--- src/rtl/alu_pkg.sv ---
`default_nettype none
// ============================================================================
//  Module   : alu_pkg
//  Brief    : Operation codes, FSM states and helpers for the execute ALU.
//  Revision : 1.0 - initial release
// ============================================================================
package alu_pkg;

    typedef enum logic [3:0] {
        ALU_AND   = 4'b0000,
        ALU_OR    = 4'b0001,
        ALU_ADD   = 4'b0010,
        ALU_SUB   = 4'b0011,
        ALU_XOR   = 4'b0100,
        ALU_SLL   = 4'b0101,
        ALU_SRL   = 4'b0110,
        ALU_SRA   = 4'b0111,
        ALU_EQ    = 4'b1000,
        ALU_NE    = 4'b1001,
        ALU_LT    = 4'b1010,
        ALU_GE    = 4'b1011,
        ALU_PASSB = 4'b1100
    } alu_op_e;

    typedef enum logic [1:0] {
        ST_IDLE  = 2'd0,
        ST_SHIFT = 2'd1,
        ST_DONE  = 2'd2
    } state_e;

    function automatic logic is_shift(input logic [3:0] op);
        return (op == ALU_SLL) || (op == ALU_SRL) || (op == ALU_SRA);
    endfunction

endpackage : alu_pkg
`default_nettype wire

--- src/rtl/alu_comb.sv ---
`default_nettype none
// ============================================================================
//  Module   : alu_comb
//  Brief    : Combinational single-cycle ALU operations (logic, add/sub,
//             compares, pass-B). Shift and illegal codes yield zero.
//  Revision : 1.0 - initial release
// ============================================================================
module alu_comb
    import alu_pkg::*;
#(
    parameter int WIDTH = 32
) (
    input  logic [WIDTH-1:0] i_a,
    input  logic [WIDTH-1:0] i_b,
    input  logic [3:0]       i_op,
    output logic [WIDTH-1:0] o_y
);

    always_comb begin
        o_y = '0;
        case (i_op)
            ALU_AND:   o_y = i_a & i_b;
            ALU_OR:    o_y = i_a | i_b;
            ALU_ADD:   o_y = i_a + i_b;
            ALU_SUB:   o_y = i_a - i_b;
            ALU_XOR:   o_y = i_a ^ i_b;
            ALU_EQ:    o_y[0] = (i_a == i_b);
            ALU_NE:    o_y[0] = (i_a != i_b);
            ALU_LT:    o_y[0] = ($signed(i_a) <  $signed(i_b));
            ALU_GE:    o_y[0] = ($signed(i_a) >= $signed(i_b));
            ALU_PASSB: o_y = i_b;
            default:   o_y = '0;
        endcase
    end

endmodule : alu_comb
`default_nettype wire

--- src/rtl/alu_exec_unit.sv ---
`default_nettype none
// ============================================================================
//  Module   : alu_exec_unit
//  Brief    : Execute-stage ALU with valid/ready handshake; single-cycle ops
//             via alu_comb, shifts via an iterative 1-bit-per-cycle shifter.
//  Revision : 1.0 - initial release
// ============================================================================
module alu_exec_unit
    import alu_pkg::*;
#(
    parameter int WIDTH = 32,
    parameter int SHW   = $clog2(WIDTH)
) (
    input  logic             clk,
    input  logic             rst_n,
    input  logic             flush,
    input  logic             in_valid,
    output logic             in_ready,
    input  logic [3:0]       Operation,
    input  logic [WIDTH-1:0] SrcA,
    input  logic [WIDTH-1:0] SrcB,
    output logic             out_valid,
    input  logic             out_ready,
    output logic [WIDTH-1:0] ALUResult,
    output logic             Zero
);

    state_e           r_state;
    state_e           w_next;
    logic [WIDTH-1:0] r_sh;
    logic [WIDTH-1:0] r_result;
    logic             r_zero;
    logic [SHW-1:0]   r_cnt;
    logic [3:0]       r_op;

    logic [WIDTH-1:0] w_comb;
    logic [WIDTH-1:0] w_imm;
    logic [WIDTH-1:0] w_shifted;
    logic [SHW-1:0]   w_amt;
    logic             w_accept;
    logic             w_shift_start;
    logic             w_last;

    alu_comb #(.WIDTH(WIDTH)) u_alu_comb (
        .i_a  (SrcA),
        .i_b  (SrcB),
        .i_op (Operation),
        .o_y  (w_comb)
    );

    assign w_amt         = SrcB[SHW-1:0];
    assign w_accept      = in_valid && in_ready && !flush;
    assign w_shift_start = is_shift(Operation) && (w_amt != '0);
    // A zero-amount shift is just a pass of operand A.
    assign w_imm         = is_shift(Operation) ? SrcA : w_comb;
    assign w_last        = (r_cnt == SHW'(1));

    always_comb begin
        w_shifted = r_sh;
        case (r_op)
            ALU_SLL: w_shifted = {r_sh[WIDTH-2:0], 1'b0};
            ALU_SRL: w_shifted = {1'b0, r_sh[WIDTH-1:1]};
            ALU_SRA: w_shifted = {r_sh[WIDTH-1], r_sh[WIDTH-1:1]};
            default: w_shifted = r_sh;
        endcase
    end

    always_ff @(posedge clk or negedge rst_n) begin
        if (!rst_n) begin
            r_state <= ST_IDLE;
        end else begin
            r_state <= w_next;
        end
    end

    always_comb begin
        w_next = r_state;
        if (flush) begin
            w_next = ST_IDLE;
        end else begin
            case (r_state)
                ST_IDLE, ST_DONE: begin
                    if (w_accept) begin
                        w_next = w_shift_start ? ST_SHIFT : ST_DONE;
                    end else if ((r_state == ST_DONE) && out_ready) begin
                        w_next = ST_IDLE;
                    end
                end
                ST_SHIFT: begin
                    if (w_last) begin
                        w_next = ST_DONE;
                    end
                end
                default: w_next = ST_IDLE;
            endcase
        end
    end

    always_comb begin
        in_ready  = (r_state == ST_IDLE) || ((r_state == ST_DONE) && out_ready);
        out_valid = (r_state == ST_DONE);
    end

    always_ff @(posedge clk or negedge rst_n) begin
        if (!rst_n) begin
            r_sh     <= '0;
            r_cnt    <= '0;
            r_op     <= 4'b0000;
            r_result <= '0;
            r_zero   <= 1'b1;
        end else if (flush) begin
            r_cnt <= '0;
        end else if (w_accept) begin
            if (w_shift_start) begin
                r_sh  <= SrcA;
                r_cnt <= w_amt;
                r_op  <= Operation;
            end else begin
                r_result <= w_imm;
                r_zero   <= (w_imm == '0);
            end
        end else if (r_state == ST_SHIFT) begin
            r_sh  <= w_shifted;
            r_cnt <= r_cnt - SHW'(1);
            if (w_last) begin
                r_result <= w_shifted;
                r_zero   <= (w_shifted == '0);
            end
        end
    end

    assign ALUResult = r_result;
    assign Zero      = r_zero;

endmodule : alu_exec_unit
`default_nettype wire

--- config.mk ---
export PLATFORM = sky130hd
export DESIGN_NAME = alu_exec_unit
export DESIGN_NICKNAME = d
export VERILOG_FILES = /design/src/rtl/alu_pkg.sv /design/src/rtl/alu_comb.sv /design/src/rtl/alu_exec_unit.sv
export SDC_FILE = /design/constraint.sdc
export NUM_CORES = 1
export LEC_CHECK = 0
export CAP_MARGIN = 30
export CORE_UTILIZATION = 30
export DETAILED_ROUTE_END_ITERATION = 8
export HOLD_SLACK_MARGIN = 0.05
export PLACE_DENSITY = 0.58
export SLEW_MARGIN = 10
export SYNTH_ARGS = -nofsm -noshare
export SYNTH_HDL_FRONTEND = slang
export SYNTH_SLANG_ARGS = --single-unit
--- constraint.sdc ---
create_clock -name clk -period 7.7 [get_ports clk]
set_input_delay 0.77 -clock clk [delete_from_list [all_inputs] [get_ports clk]]
set_output_delay 0.77 -clock clk [all_outputs]
set_load 0.1 [all_outputs]
# After elaboration in Yosys (flattened, before gate mapping)
# Index checks and enable logic that the tools add are counted.
dict set report classes {
  bitwise 4
  n_mux 25
  n_lt_le_gt_ge 2
  eq_ne 25
  n_reduce_logical 22
  add_sub_neg 3
}
# operator count
set op_table {}
lappend op_table {{32-bit 2-to-1 mux} 8}
lappend op_table {{31-bit one-hot mux with 6 select lines} 1}
lappend op_table {{32-bit one-hot mux with 3 select lines} 1}
lappend op_table {{32-bit logical NOT} 2}
lappend op_table {{32-bit adder} 1}
lappend op_table {{32-bit bitwise AND} 1}
lappend op_table {{32-bit == test} 1}
lappend op_table {{32-bit >= comparator} 1}
lappend op_table {{32-bit < comparator} 1}
lappend op_table {{32-bit inequality test} 1}
lappend op_table {{32-bit bitwise OR} 1}
lappend op_table {{32-bit subtractor} 1}
lappend op_table {{32-bit bitwise XOR} 1}
lappend op_table {{4-bit by 3-bit == test with 1-bit output (second input constant)} 7}
lappend op_table {{4-bit == test (second input constant)} 5}
lappend op_table {{5-bit 2-to-1 mux} 4}
lappend op_table {{2-bit 2-to-1 mux} 5}
lappend op_table {{1-bit one-hot mux with 10 select lines} 1}
lappend op_table {{4-bit by 2-bit == test with 1-bit output (second input constant)} 2}
lappend op_table {{3-bit AND reduction} 2}
lappend op_table {{5-bit by 1-bit == test with 1-bit output (second input constant)} 1}
lappend op_table {{5-bit nonzero test} 1}
lappend op_table {{5-bit by 1-bit subtractor with 5-bit output (second input constant)} 1}
lappend op_table {{4-bit by 1-bit == test with 1-bit output (second input constant)} 1}
lappend op_table {{other kinds (20)} 30}
dict set report word_totals {
  ff_bits 76
  word_cells 87
  in_bits 73
  output_inout_bits 35
}

# Logic depth before layout (Yosys ltp)
dict set report depth {
  ltp_word 8
  mapped_depth 15
  mapped_depth_nobuf 15
}

# Hierarchy
# A second synthesis with hierarchy kept.
dict set report hier_totals {
  cells_unflattened 1481
  area_unflattened_um2 10208.5
}
# module instances area_each_um2 cells_each seq_area_each_um2
set modules_own_cells {}
lappend modules_own_cells {alu_comb 1 5190.0 807 0.0}
lappend modules_own_cells {alu_exec_unit 1 5018.6 674 1903.1}

# Worst setup path before layout
# No wires, ideal clock.
dict set report synth_path {
  path_kind {input to register}
  from {input port SrcA[10]}
  to {register r_zero (netlist: Zero)}
  stages 13
  setup_time_ns 0.086
  arrival_ns 3.647
  setup_slack_ns 3.967
  cell_sequence {inv_1 ha_1 buf_6 or4_4 a311oi_2 nor4_2 nor3_2 o31ai_1 o41ai_2 or4_1 nand3_1 or4_1 o31ai_2}
}
dict set report synth_via {
  elab_chain_len 6
}
# element line
set synth_rtl {}
lappend synth_rtl {{from (decl)} alu_exec_unit.sv:20} ;# input logic [WIDTH-1:0] SrcA,
lappend synth_rtl {{32-bit subtractor (tied with other cells)} alu_comb.sv:25} ;# ALU_SUB: o_y = i_a - i_b;
lappend synth_rtl {{31-bit one-hot mux with 6 select lines / 1-bit one-hot mux with 10 select lines (equally long branches)} alu_comb.sv:21} ;# case (i_op)
lappend synth_rtl {{32-bit 2-to-1 mux *} alu_exec_unit.sv:55} ;# assign w_imm = is_shift(Operation) ? SrcA : w_comb;
lappend synth_rtl {{32-bit logical NOT *} alu_exec_unit.sv:120} ;# r_zero <= (w_imm == '0);
lappend synth_rtl {{1-bit 2-to-1 mux *} alu_exec_unit.sv:114} ;# if (w_shift_start) begin
lappend synth_rtl {{1-bit 2-to-1 mux *} alu_exec_unit.sv:113} ;# end else if (w_accept) begin
lappend synth_rtl {{to (signal assigned)} alu_exec_unit.sv:120}
lappend synth_rtl {{to (signal assigned)} alu_exec_unit.sv:127} ;# r_zero <= (w_shifted == '0);
lappend synth_rtl {{to (decl)} alu_exec_unit.sv:32} ;# logic r_zero;
# Mark *: on every way between the ends. The rest lies on a longest branch, timed or not. The select of a mux whose other input is x is not followed.
# A chain may end at the register's enable or synchronous reset.

# Worst setup path after layout
dict set report layout_path {
  from {input port SrcA[22]}
  to {register r_zero (netlist: Zero)}
}
# Same word-level chain as after synthesis.

==> results.py <==
metrics = {
    "status": {
        "status": "finished, final reports clean",
    },
    "logic_synthesis": {
        "yosysSeqAreaShare": 0.186,
        "synth_most_common_cell": "a21oi_1",
        "synthTopCellsByArea": "dfrtp_1 (18%), ha_1 (12%), a21oi_1 (7.0%)",
        "ys_types": 89,
        "synth_top_area_share": 0.184,
        "yosysTopAreaCell": "dfrtp_1",
        "synth_warnings": 0,
        "ys_async_sr_fraction": 1.00,
        "synth.avg_cell_area_um2": 7.15,
        "synth_edf_count": 0,
        "syn_area_um2": 10200,
        "yosys_most_used_dff": "dfrtp_1",
        "yosys-top-cells-count": "a21oi_1 (143), nor2_1 (140), nand2_1 (117)",
        "syn-num-nets": 1603,
        "syn_inst": 1429,
        "ys_ff_latch": 76,
    },
    "power_and_ir_drop": {
        "totalPowerFinal_mw": 3.31,
        "peakVddDrop_v": 0.000230,
        "p_leak_nw": 4.95,
        "power_density_nw_per_um2": 277,
    },
    "clock_network": {
        "cts_max_level": 3,
        "clock_path_buffers": 2,
        "cts_hold_buf": 0,
        "cts_setup_buffers": 0,
        "clkTransAtPathRegs_ns": 0.06,
        "cts_sinks": 76,
        "cts_buffers": 9,
        "cts_tree": "done",
        "clk_latency_ns": 0.35,
        "cts-root-buf": "clkbuf_16",
        "ctsResizeCount": 0,
    },
    "die": {
        "core_area_um2": 33500,
        "die-area_um2": 34800,
        "die_x_um": 187,
        "die-height_um": 187,
        "placementRows": 67,
        "start_util": 0.305,
        "pin_count": 108,
    },
    "finish": {
        "nNetsFinal": 1646,
        "drive_gt1_frac": 0.0535,
        "fin_util": 0.357,
        "final_area_um2": 12000,
        "area_delta_synth_final_pct": 17.0,
    },
    "flow_run": {
        "maxCapViolations": 0,
    },
    "sta": {
        "max_slew_margin": 0.301,
        "hold_viol_final": 0,
        "worst_pin_slew_ns": 1.04,
        "finalCriticalPeriod_ns": 5.16,
        "slew_viol_final": 0,
        "clock.fmax_mhz": 194,
        "fin_skew_ns": 0.0110,
        "fin_setup_tns_ns": 0,
        "rsz0062_at_grt": "false",
        "finalSetupViolations": 0,
        "postLayoutSetupSlackWorst_ns": 2.54,
        "finalCritPeriodShare": 0.671,
    },
    "routing": {
        "ant_nets": 0,
        "viasPerCell": 5.96,
        "dr.first_iter.drc_count": 1235,
        "first_pass_iters": 6,
        "wire_per_inst_um": 22.7,
        "drc": 0,
        "wl_um": 43600,
        "vias": 11500,
    },
    "placed_design": {
        "place.gp.congestion": 0.967,
        "portBuffers": 107,
        "post-dp-hpwl_um": 33700,
        "place_area_um2": 11700,
        "pre_cts_ws_ns": 2.32,
    },
    "critical_path": {
        "crit_path_frequent_cell": "inv_1",
        "crit_type": "primary input to flop",
        "slowest_delay_ns": 0.67,
        "critPathCaptureType": "flop",
        "worstPathRequired_ns": 7.96,
        "critPathLaunchType": "primary input",
        "path_max_fanout": 11,
        "cp.arrival_ns": 5.42,
        "slowest_stage": "clkdlybuf4s50_1",
        "crit_chain": "clkdlybuf4s50_1 -> inv_1 -> ha_1 -> inv_1 -> nor3_1 -> o2111ai_1 -> a21oi_1 -> o211ai_1 -> a2111oi_0 -> a2111oi_1 -> a31oi_1 -> nand3_1 -> or4_1 -> o31ai_2",
    },
    "global_routing": {
        "grt_overflow": 0,
        "grt_pass1_wl_um": 65600,
        "grt_max_degree": 68,
        "grt_usage": 0.243,
        "grt_pass1_vias": 10800,
        "antenna_found_initial": 2,
    },
    "worst_hold_path": {
        "hold_class": "primary input to asynchronous set/reset pin",
    },
}
cell type report:
class	instances	area (um2)
diodes	2	5.00
clock buffers	11	243
clock inverters	4	48.8
fillers	3648	21600
inverters	106	403
multi-input cells	1149	7530
flip-flops and latches	76	1900
well taps	448	561
repair buffers	130	1260
placed cells by master, fill, tap and decap left out, types with 13 or more instances in the layout:
cell,n
nand3_1,23
a211oi_1,15
nor3_1,23
o31ai_1,13
nor2_1,139
o211ai_1,19
a31oi_1,46
a221oi_1,17
a21oi_1,143
and2_1,19
o22ai_1,17
a22oi_1,32
a21o_1,14
nor2b_1,36
inv_1,99
clkdlybuf4s50_1,103
nand2_1,116
xnor2_1,24
mux2i_1,26
ha_1,99
nand2b_1,17
dfrtp_1,75
nor4_1,16
buf_4,22
o21ai_0,114
worst max-delay path, delay by kind of cell:
family | cells | cell delay [ns]
simple gates | 3 | 1.21
compound gates | 7 | 1.94
buf+inv | 3 | 0.92
fa+ha+maj | 1 | 0.57
path summary, 6_finish.rpt:
kind                          startpoint            end  slack (ns)  cells after the start
max in group asynchronous          rst_n           Zero        6.68                      2
min in group clk           ALUResult[18]  ALUResult[18]        0.48                      2
min reg2reg                ALUResult[18]  ALUResult[18]        0.48                      2
max                             SrcA[22]           Zero        2.54                     14
min                                rst_n       r_cnt[3]        0.37                      1
max reg2reg                   r_state[1]           Zero        3.66                     13
registers in the layout, indices dropped and copies added, names as in the netlist:
signal and cells:
ALUResult 32, Zero 1, r_cnt 5, r_op 4, r_sh 32, r_state 2
power breakdown:
group	switching [mW]	internal (mW)	leakage, nW	total (mW)
Combinational	1.50	0.645	3.91	2.15
Sequential	0.163	0.574	0.895	0.737
Clock	0.171	0.258	0.146	0.430
Total	1.84	1.48	4.95	3.31
cell families (layout without fill, tap and decap cells):
kind of cell | Yosys count | after routing | synth area share
adder cells (fa/ha/maj) | 101 | 101 | 0.125
flip-flops | 76 | 76 | 0.186
AO/OA/AOI/OAI | 542 | 542 | 0.343
buffers and inverters | 204 | 251 | 0.0788
AND/OR/NAND/NOR | 445 | 445 | 0.209
XOR/XNOR | 26 | 26 | 0.0223
other | 0 | 2 | 0
multiplexers | 35 | 35 | 0.0354
metal layers:
layer / wire, um / vias up / global-route usage
met5: 0 / - / 0
met4: 1740 / 0 / 0.102
met3: 3130 / 82 / 0.0235
met2: 19300 / 564 / 0.377
met1: 19500 / 5522 / 0.342
li1: - / 5308 / -
stage by stage:
stage,instances,hold WS [ns]
floorplan,1429,0.450
global placement,1906,0.460
detailed placement,1909,0.473
CTS,1924,0.372
global route,1926,0.389
finish,1926,0.374
(Power assumes the default switching activity.)
